$ cat src/rtl/serdes_pkg.sv
// Shared types and sizing helpers for the serial receive alignment path.
package serdes_pkg;

  typedef enum logic [1:0] {
    HUNT   = 2'd0,
    COUNT  = 2'd1,
    LOCKED = 2'd2
  } align_state_e;

  localparam logic [7:0] COMMA_DEFAULT = 8'hBC;

  function automatic int bc_width(input int lock_count);
    return (lock_count < 1) ? 1 : $clog2(lock_count + 1);
  endfunction

  function automatic int miss_width(input int loss_count);
    return (loss_count < 1) ? 1 : $clog2(loss_count + 1);
  endfunction

endpackage

$ cat src/rtl/sp_shift_counter.sv
// Serial shift register plus free-running bit counter; realign restarts the
// word framing so the word completing now becomes the reference boundary.
module sp_shift_counter #(
  parameter int WIDTH = 8
) (
  input  logic             clk_8f,
  input  logic             reset,
  input  logic             data_in,
  input  logic             realign,
  output logic [WIDTH-1:0] word_next,
  output logic             boundary
);

  localparam int CW = $clog2(WIDTH);
  localparam logic [CW-1:0] LAST = CW'(WIDTH - 1);

  logic [WIDTH-2:0] shift_q, shift_d;
  logic [CW-1:0]    bit_cnt_q, bit_cnt_d;

  assign word_next = {shift_q, data_in};
  assign boundary  = (bit_cnt_q == LAST);

  always_comb begin
    shift_d = word_next[WIDTH-2:0];
    if (realign || boundary) begin
      bit_cnt_d = '0;
    end else begin
      bit_cnt_d = bit_cnt_q + CW'(1);
    end
  end

  always_ff @(posedge clk_8f or negedge reset) begin
    if (!reset) begin
      shift_q   <= '0;
      bit_cnt_q <= '0;
    end else begin
      shift_q   <= shift_d;
      bit_cnt_q <= bit_cnt_d;
    end
  end

endmodule

$ cat src/rtl/serial_parallel_align.sv
// Serial-to-parallel receiver with bit-level comma alignment and lock tracking.
//   state  | meaning
//   HUNT   | search every bit offset for COMMA
//   COUNT  | framed on a comma, counting consecutive aligned commas
//   LOCKED | delivering words; misaligned commas counted toward unlock
module serial_parallel_align
  import serdes_pkg::*;
#(
  parameter int               WIDTH      = 8,
  parameter logic [WIDTH-1:0] COMMA      = WIDTH'(COMMA_DEFAULT),
  parameter int               LOCK_COUNT = 4,
  parameter int               LOSS_COUNT = 2
) (
  input  logic                            clk_8f,
  input  logic                            reset,
  input  logic                            data_in,
  output logic [WIDTH-1:0]                data_out,
  output logic                            valid_out,
  output logic                            word_tick,
  output logic                            active,
  output logic [$clog2(LOCK_COUNT+1)-1:0] bc_counter
);

  localparam int BCW = bc_width(LOCK_COUNT);
  localparam int MW  = miss_width(LOSS_COUNT);
  localparam logic [BCW-1:0] BC_PRELOCK = BCW'(LOCK_COUNT - 1);
  localparam logic [MW-1:0]  MISS_LAST  = MW'(LOSS_COUNT - 1);

  align_state_e     state_q, state_d;
  logic [BCW-1:0]   bc_q, bc_d;
  logic [MW-1:0]    miss_q, miss_d;
  logic             misalign_q, misalign_d;
  logic [WIDTH-1:0] data_q, data_d;
  logic             valid_q, valid_d;
  logic             tick_q, tick_d;
  logic             active_q, active_d;

  logic [WIDTH-1:0] word_next;
  logic             boundary;
  logic             realign;
  logic             is_comma;

  sp_shift_counter #(.WIDTH(WIDTH)) u_shift (
    .clk_8f    (clk_8f),
    .reset     (reset),
    .data_in   (data_in),
    .realign   (realign),
    .word_next (word_next),
    .boundary  (boundary)
  );

  assign is_comma = (word_next == COMMA);

  always_comb begin
    state_d    = state_q;
    bc_d       = bc_q;
    miss_d     = miss_q;
    misalign_d = misalign_q;
    data_d     = data_q;
    valid_d    = 1'b0;
    tick_d     = 1'b0;
    active_d   = active_q;
    realign    = 1'b0;

    unique case (state_q)
      HUNT: begin
        if (is_comma) begin
          realign    = 1'b1;
          bc_d       = BCW'(1);
          miss_d     = '0;
          misalign_d = 1'b0;
          if (LOCK_COUNT == 1) begin
            state_d  = LOCKED;
            active_d = 1'b1;
          end else begin
            state_d = COUNT;
          end
        end
      end

      COUNT: begin
        if (boundary) begin
          data_d = word_next;
          tick_d = 1'b1;
          if (is_comma) begin
            bc_d = bc_q + BCW'(1);
            if (bc_q == BC_PRELOCK) begin
              state_d  = LOCKED;
              active_d = 1'b1;
            end
          end else begin
            bc_d    = '0;
            state_d = HUNT;
          end
        end
      end

      LOCKED: begin
        if (boundary) begin
          data_d     = word_next;
          tick_d     = 1'b1;
          valid_d    = !is_comma;
          misalign_d = 1'b0;
          // An aligned comma outranks any misaligned one seen in the same word.
          if (is_comma) begin
            miss_d = '0;
          end else if (misalign_q) begin
            if (miss_q == MISS_LAST) begin
              state_d  = HUNT;
              active_d = 1'b0;
              valid_d  = 1'b0;
              bc_d     = '0;
              miss_d   = '0;
            end else begin
              miss_d = miss_q + MW'(1);
            end
          end
        end else if (is_comma) begin
          misalign_d = 1'b1;
        end
      end

      default: begin
        state_d = HUNT;
      end
    endcase
  end

  always_ff @(posedge clk_8f or negedge reset) begin
    if (!reset) begin
      state_q    <= HUNT;
      bc_q       <= '0;
      miss_q     <= '0;
      misalign_q <= 1'b0;
      data_q     <= '0;
      valid_q    <= 1'b0;
      tick_q     <= 1'b0;
      active_q   <= 1'b0;
    end else begin
      state_q    <= state_d;
      bc_q       <= bc_d;
      miss_q     <= miss_d;
      misalign_q <= misalign_d;
      data_q     <= data_d;
      valid_q    <= valid_d;
      tick_q     <= tick_d;
      active_q   <= active_d;
    end
  end

  assign data_out   = data_q;
  assign valid_out  = valid_q;
  assign word_tick  = tick_q;
  assign active     = active_q;
  assign bc_counter = bc_q;

endmodule

$ cat config.mk
export PLATFORM = sky130hd
export DESIGN_NAME = serial_parallel_align
export DESIGN_NICKNAME = d
export VERILOG_FILES = /design/src/rtl/serdes_pkg.sv /design/src/rtl/sp_shift_counter.sv /design/src/rtl/serial_parallel_align.sv
export SDC_FILE = /design/constraint.sdc
export NUM_CORES = 1
export LEC_CHECK = 0
export ABC_AREA = 1
export CAP_MARGIN = 20
export CORE_AREA = 2 2 66 43
export CTS_CLUSTER_DIAMETER = 40
export DETAILED_ROUTE_END_ITERATION = 8
export DIE_AREA = 0 0 68 45
export PLACE_DENSITY = 0.91
export SYNTH_ARGS = -nofsm -noshare
export SYNTH_HDL_FRONTEND = slang
export SYNTH_SLANG_ARGS = --single-unit
$ cat constraint.sdc
create_clock -name clk_8f -period 2.1 [get_ports clk_8f]
set_input_delay 0.63 -clock clk_8f [delete_from_list [all_inputs] [get_ports clk_8f]]
set_output_delay 0.63 -clock clk_8f [all_outputs]
set_load 0.03 [all_outputs]
# Word level (Yosys, flattened, before mapping)

Cells that the tools add are included.

Register bits: 29
Bits of input ports: 3
Output and inout bits: 14
Word-level logic and storage cells: 88

Add/sub/neg operators: 3
Equality and inequality tests: 17
Muxes and demuxes: 45
Reductions and logical operators: 13

Operators with widths:

| operator                                                               | count |
|---|---|
| 2-bit two-way mux                                                      | 13 |
| 3-bit two-way mux                                                      | 8 |
| 1-bit two-way mux                                                      | 19 |
| 7-bit AND reduction                                                    | 2 |
| 2-bit != test (second input constant)                                  | 6 |
| 3-bit one-hot mux with 3 select lines                                  | 1 |
| 8-bit equality test (second input constant)                            | 1 |
| 8-bit AND reduction                                                    | 1 |
| 3-bit by 1-bit adder with 3-bit output (second input constant)         | 2 |
| 3-bit != test (second input constant)                                  | 2 |
| 2-bit one-hot mux with 3 select lines                                  | 1 |
| 2-bit by 1-bit equality test with 1-bit output (second input constant) | 2 |
| 2-bit by 1-bit != test with 1-bit output (second input constant)       | 2 |
| 1-bit one-hot mux with 2 select lines                                  | 2 |
| 2-bit one-hot mux with 2 select lines                                  | 1 |
| 4-bit AND reduction                                                    | 1 |
| 2-bit nonzero test                                                     | 2 |
| 3-bit by 2-bit equality test with 1-bit output (second input constant) | 1 |
| 3-bit equality test (second input constant)                            | 1 |
| 3-bit by 2-bit != test with 1-bit output (second input constant)       | 1 |
| 3-bit AND reduction                                                    | 1 |
| 3-bit nonzero test                                                     | 1 |
| 2-bit by 1-bit adder with 2-bit output (second input constant)         | 1 |
| 2-bit equality test (second input constant)                            | 1 |
| other kinds (5)                                                        | 5 |

# Logic depth before layout (Yosys ltp)

Gate-level depths: netlist of run 1.

Word-level depth: 7
Depth in mapped cells: 11
Gate-level depth less buffers: 10

# Cells and area by module

Synthesis of run 1 repeated with hierarchy kept, for this count alone.

Cell total of the unflattened synthesis: 154
Area total of the unflattened synthesis: 1,392.6 um2

Modules (own cells, without submodules):

| module                | times used | cells each | area each (um2) | sequential area each (um2) |
|---|---|---|---|---|
| serial_parallel_align | 1          | 133        | 1,077.3         | 475.5 |
| sp_shift_counter      | 1          | 21         | 315.3           | 250.2 |

# Worst setup path before layout of run 1

OpenSTA, ideal clock, no wires.

Kind: flip-flop to flip-flop
From: register bc_q[0], in the netlist bc_counter[0]
To: register active_q, in the netlist active
Setup time: 0.121 ns
Arrival: 1.314 ns
Data required time: 1.979 ns
Setup slack: 0.665 ns
Stages on the path, launching flop included: 10
Period minus slack after synthesis: 1.435 ns
Cell sequence: dfrtp_1 -> ha_1 -> ha_1 -> inv_1 -> nand2_1 -> nand2_1 -> nor3_1 -> nand3_1 -> nand2_1 -> o21ai_1

Cells in the longest elaborated chain, start to end: 3

Ends and longest elaborated chain:

| element                                        | RTL line                     | source |
|---|---|---|
| start, declared                                | serial_parallel_align.sv:30  | `logic [BCW-1:0] bc_q, bc_d;` |
| start signal, assigned                         | serial_parallel_align.sv:132 | `bc_q <= '0;` |
| start signal, assigned                         | serial_parallel_align.sv:141 | `bc_q <= bc_d;` |
| 3-bit by 2-bit equality test with 1-bit output | serial_parallel_align.sv:87  | `if (bc_q == BC_PRELOCK) begin` |
| 2-bit != test (no source line)                 | n/a                          |  |
| 8-bit AND reduction (no source line)           | n/a                          |  |
| end signal, assigned                           | serial_parallel_align.sv:147 | `active_q <= active_d;` |
| end, declared                                  | serial_parallel_align.sv:36  | `logic active_q, active_d;` |

No other way between the ends.
A chain may end at the register's enable or synchronous reset.

# Final worst setup path of run 1

From: register bc_q[0], in the netlist bc_counter[0]
To: output port bc_counter[0]

RTL lines:

| element       | RTL line                    | source |
|---|---|---|
| end, declared | serial_parallel_align.sv:21 | `output logic [$clog2(LOCK_COUNT+1)-1:0] bc_counter` |

No word-level cell between the ends.

==> results of run 1 <==
-- sequential cells by signal (all words and copies together) (netlist names), 2 cells and up --
name / flops
u_shift.shift_q: 7
bc_counter: 3
state_q: 2
u_shift.bit_cnt_q: 3
miss_q: 2
data_out: 8
-- stage by stage --
step	power, mW	cells	hold WS [ns]	instance area (sq um)
floorplan	1.33	156	0.334	1370
global placement	1.59	204	0.356	1570
detailed placement	1.65	204	0.362	1570
CTS	2.15	212	0.373	1670
global route	2.29	212	0.391	1670
finish	2.14	212	0.377	1670
-- per-layer routing --
layer  vias to the layer above  wire length (um)  GRT usage (%)  part of all wire [%]
met3                         3               149           8.23                   5.5
met1                       487              1200           27.4                    45
met4                         0                18           8.00                  0.67
met2                        33              1320           34.0                    49
met5                         -                 0              0                     0
li1                        519                 -              -                     -
-- power groups by stage --
stage | clock network [mW] | registers, mW | logic [mW]
after floorplan | 0 | 0.945 | 0.386
after global placement | 0 | 0.765 | 0.827
after detailed placement | 0 | 0.780 | 0.869
after CTS | 0.508 | 0.769 | 0.875
after global routing | 0.538 | 0.786 | 0.968
final | 0.501 | 0.770 | 0.866
-- cell usage after synthesis --
master	n	area (sq um)
a211oi_1	1	7.51
dfrtp_1	29	726
nand4_1	1	6.26
ha_1	8	100
nor2_4	4	45.0
nand2_1	59	221
nor3_1	1	5.00
nor2_2	1	6.26
buf_4	1	7.51
inv_1	21	78.8
nand2_4	2	22.5
nor2_1	9	33.8
o21ai_0	4	20.0
clkbuf_1	1	3.75
a21oi_2	1	8.76
a31oi_1	1	6.26
nand3_1	5	25.0
inv_2	1	3.75
nand2_2	2	12.5
nand3_2	1	10.0
nand3b_1	1	7.51
o21ai_1	2	10.0
-- kinds of logic (layout without fill, tap and decap cells) --
family,after synthesis,count (layout),synth area share [%]
AO/OA/AOI/OAI,9,9,3.84
adder cells (fa/ha/maj),8,8,7.32
buffers and inverters,24,48,6.86
flip-flops,29,29,53.1
AND/OR/NAND/NOR,86,86,28.9
-- layout make-up --
type / instances / area share [%]
inverter: 22 / 4.94
clock buffer: 7 / 5.76
tap: 32 / 2.39
timing repair buffer: 18 / 10.5
sequential: 29 / 43.4
clock inverter: 1 / 0.299
multi-input combinational: 103 / 32.8
-- final timing paths --
| path | to | depth (start not counted) |
|---|---|---|
| setup / recovery | bc_counter[0] | 1 |
| hold / removal | u_shift.shift_q[6] | 0 |
| setup reg to reg | active | 9 |
| hold reg to reg | u_shift.shift_q[6] | 0 |
| max in group asynchronous | u_shift.shift_q[6] | 2 |
| min in group asynchronous | u_shift.shift_q[3] | 2 |
==> reports/results.tsv, run 1 <==
metric	value	unit
cts repair resizes	0	
crit share post-route	94.4	%
post-CTS setup buffers	0	
fin. max-slew vios	0	
Final Core Density	69.2	%
WL per Instance	12.7	um
most common cell after layout, fill and taps aside	nand2_1	
worst-skew pair later-pin latency	0.28	ns
Critical Path, Cell by Cell	clkdlybuf4s50_1	
DRT iter0 DRCs	71	
share of post-route cells with drive strength above 1	12.2	%
vias per cell	4.92	
routability-driven placement congestion ratio	0.943	
Worst VDD drop	0.740	mV
Vias	1042	
final hold viol count	0	
Gate power share	40.5	%
Startpoint Class	flip-flop	
WP buf/inv	1	
Worst EP arrival	1.35	ns
net load switching power	0.821	mW
worst hold-check path type	reg2reg	
hold bufs inserted after CTS	0	
DRT Wirelength	2.69	mm
clock buffer depth	2	
most frequent cells in the layout	nand2_1, dfrtp_1, inv_1	
CP max-delay cell	clkdlybuf4s50_1	
LEAKAGE	0.873	nW
Clock Skew	0.00442	ns
CTS buffer count	5	
root buffer cell	clkbuf_8	
Worst Setup SP	bc_counter[0]	
pre-CTS WS	0.129	ns
ANT nets after route	0	
Clock Sinks	29	
Internal	1.32	mW
Mapped Avg Cell Area	8.77	sq um
Port Buffers	16	
synth warn	0	
Synthesized Nets	167	
largest net degree at the start of global routing	30	
Max Fclk	505	MHz
hold path startpoint	u_shift.shift_q[5]	
GRT overflow	0	
CP max FO	4	
Reg clk slew, reported paths	0.06	ns
kind of critical path	reg2out	
CTS tree	yes	
Ant. Diodes	0	
Worst Setup Slack, final	0.118	ns
RSZ-0062 raised after global routing	false	
FILL cells	193	
WP data required	1.47	ns
Worst-Margin Slew	0.357	ns
deepest level of the CTS H-tree	2	
GRT Util Overall	21.6	%
cell count after synthesis	156	
dpl hpwl	2.05	mm
Top delay family on crit path	buffers and inverters	
Synth cell types	22	
Flop pwr share	36.0	%
area growth from synthesis to layout	22.3	%
first-pass iteration count of the detailed router	4	
Yosys reg bits	29	
r2r startpoint	state_q[0]	
Final Critical Period	1.98	ns
# DRC	0	
sequential share of the synthesized area	53.1	%
CP max stage delay	0.68	ns
setup tns final	0	ns
chip height	45	um
multi-input logic area	548	sq um
Die X-Extent	68	um
core footprint	2420	sq um
Nets	190	
slack of the worst reg-to-reg path	0.44	ns
switching part of the total	38.4	%
first-pass GRT wire length	4.55	mm
Worst Setup End Kind	primary output	
Cell Rows	14	
Initial Utilization	56.6	%
vias in the first global route	1012	
Setup-failing EPs final	0	
initial antenna violation count	0	
slew margin rel.	76.2	%
Clock power frac	23.5	%
Mapped Area	1370	sq um
Max-Cap Viols	0	
status	completed	
pwr dens	1280	nW/um^2
Sequential Area	726	sq um
Die ar.	3060	sq um
Ports	17	
Note: power is estimated with default switching activity, not from simulation.
==> run 2, diff against run 1 <==
--- a/config.mk
+++ b/config.mk
@@ -11,6 +11,7 @@
 export CTS_CLUSTER_DIAMETER = 40
 export DETAILED_ROUTE_END_ITERATION = 8
 export DIE_AREA = 0 0 68 45
+export GPL_TIMING_DRIVEN = 1
 export PLACE_DENSITY = 0.91
 export SYNTH_ARGS = -nofsm -noshare
 export SYNTH_HDL_FRONTEND = slang
==> results of run 2 <==
Same layout as run 1: the final DEF is identical, and so are final timing and power.
==> run 3, diff against run 2 <==
--- a/config.mk
+++ b/config.mk
@@ -6,9 +6,9 @@
 export NUM_CORES = 1
 export LEC_CHECK = 0
 export ABC_AREA = 1
-export CAP_MARGIN = 20
+export CAP_MARGIN = 5
 export CORE_AREA = 2 2 66 43
-export CTS_CLUSTER_DIAMETER = 40
+export CTS_CLUSTER_DIAMETER = 120
 export DETAILED_ROUTE_END_ITERATION = 8
 export DIE_AREA = 0 0 68 45
 export GPL_TIMING_DRIVEN = 1
==> results of run 3 <==
Same layout as run 1: the final DEF is identical, and so are final timing and power.
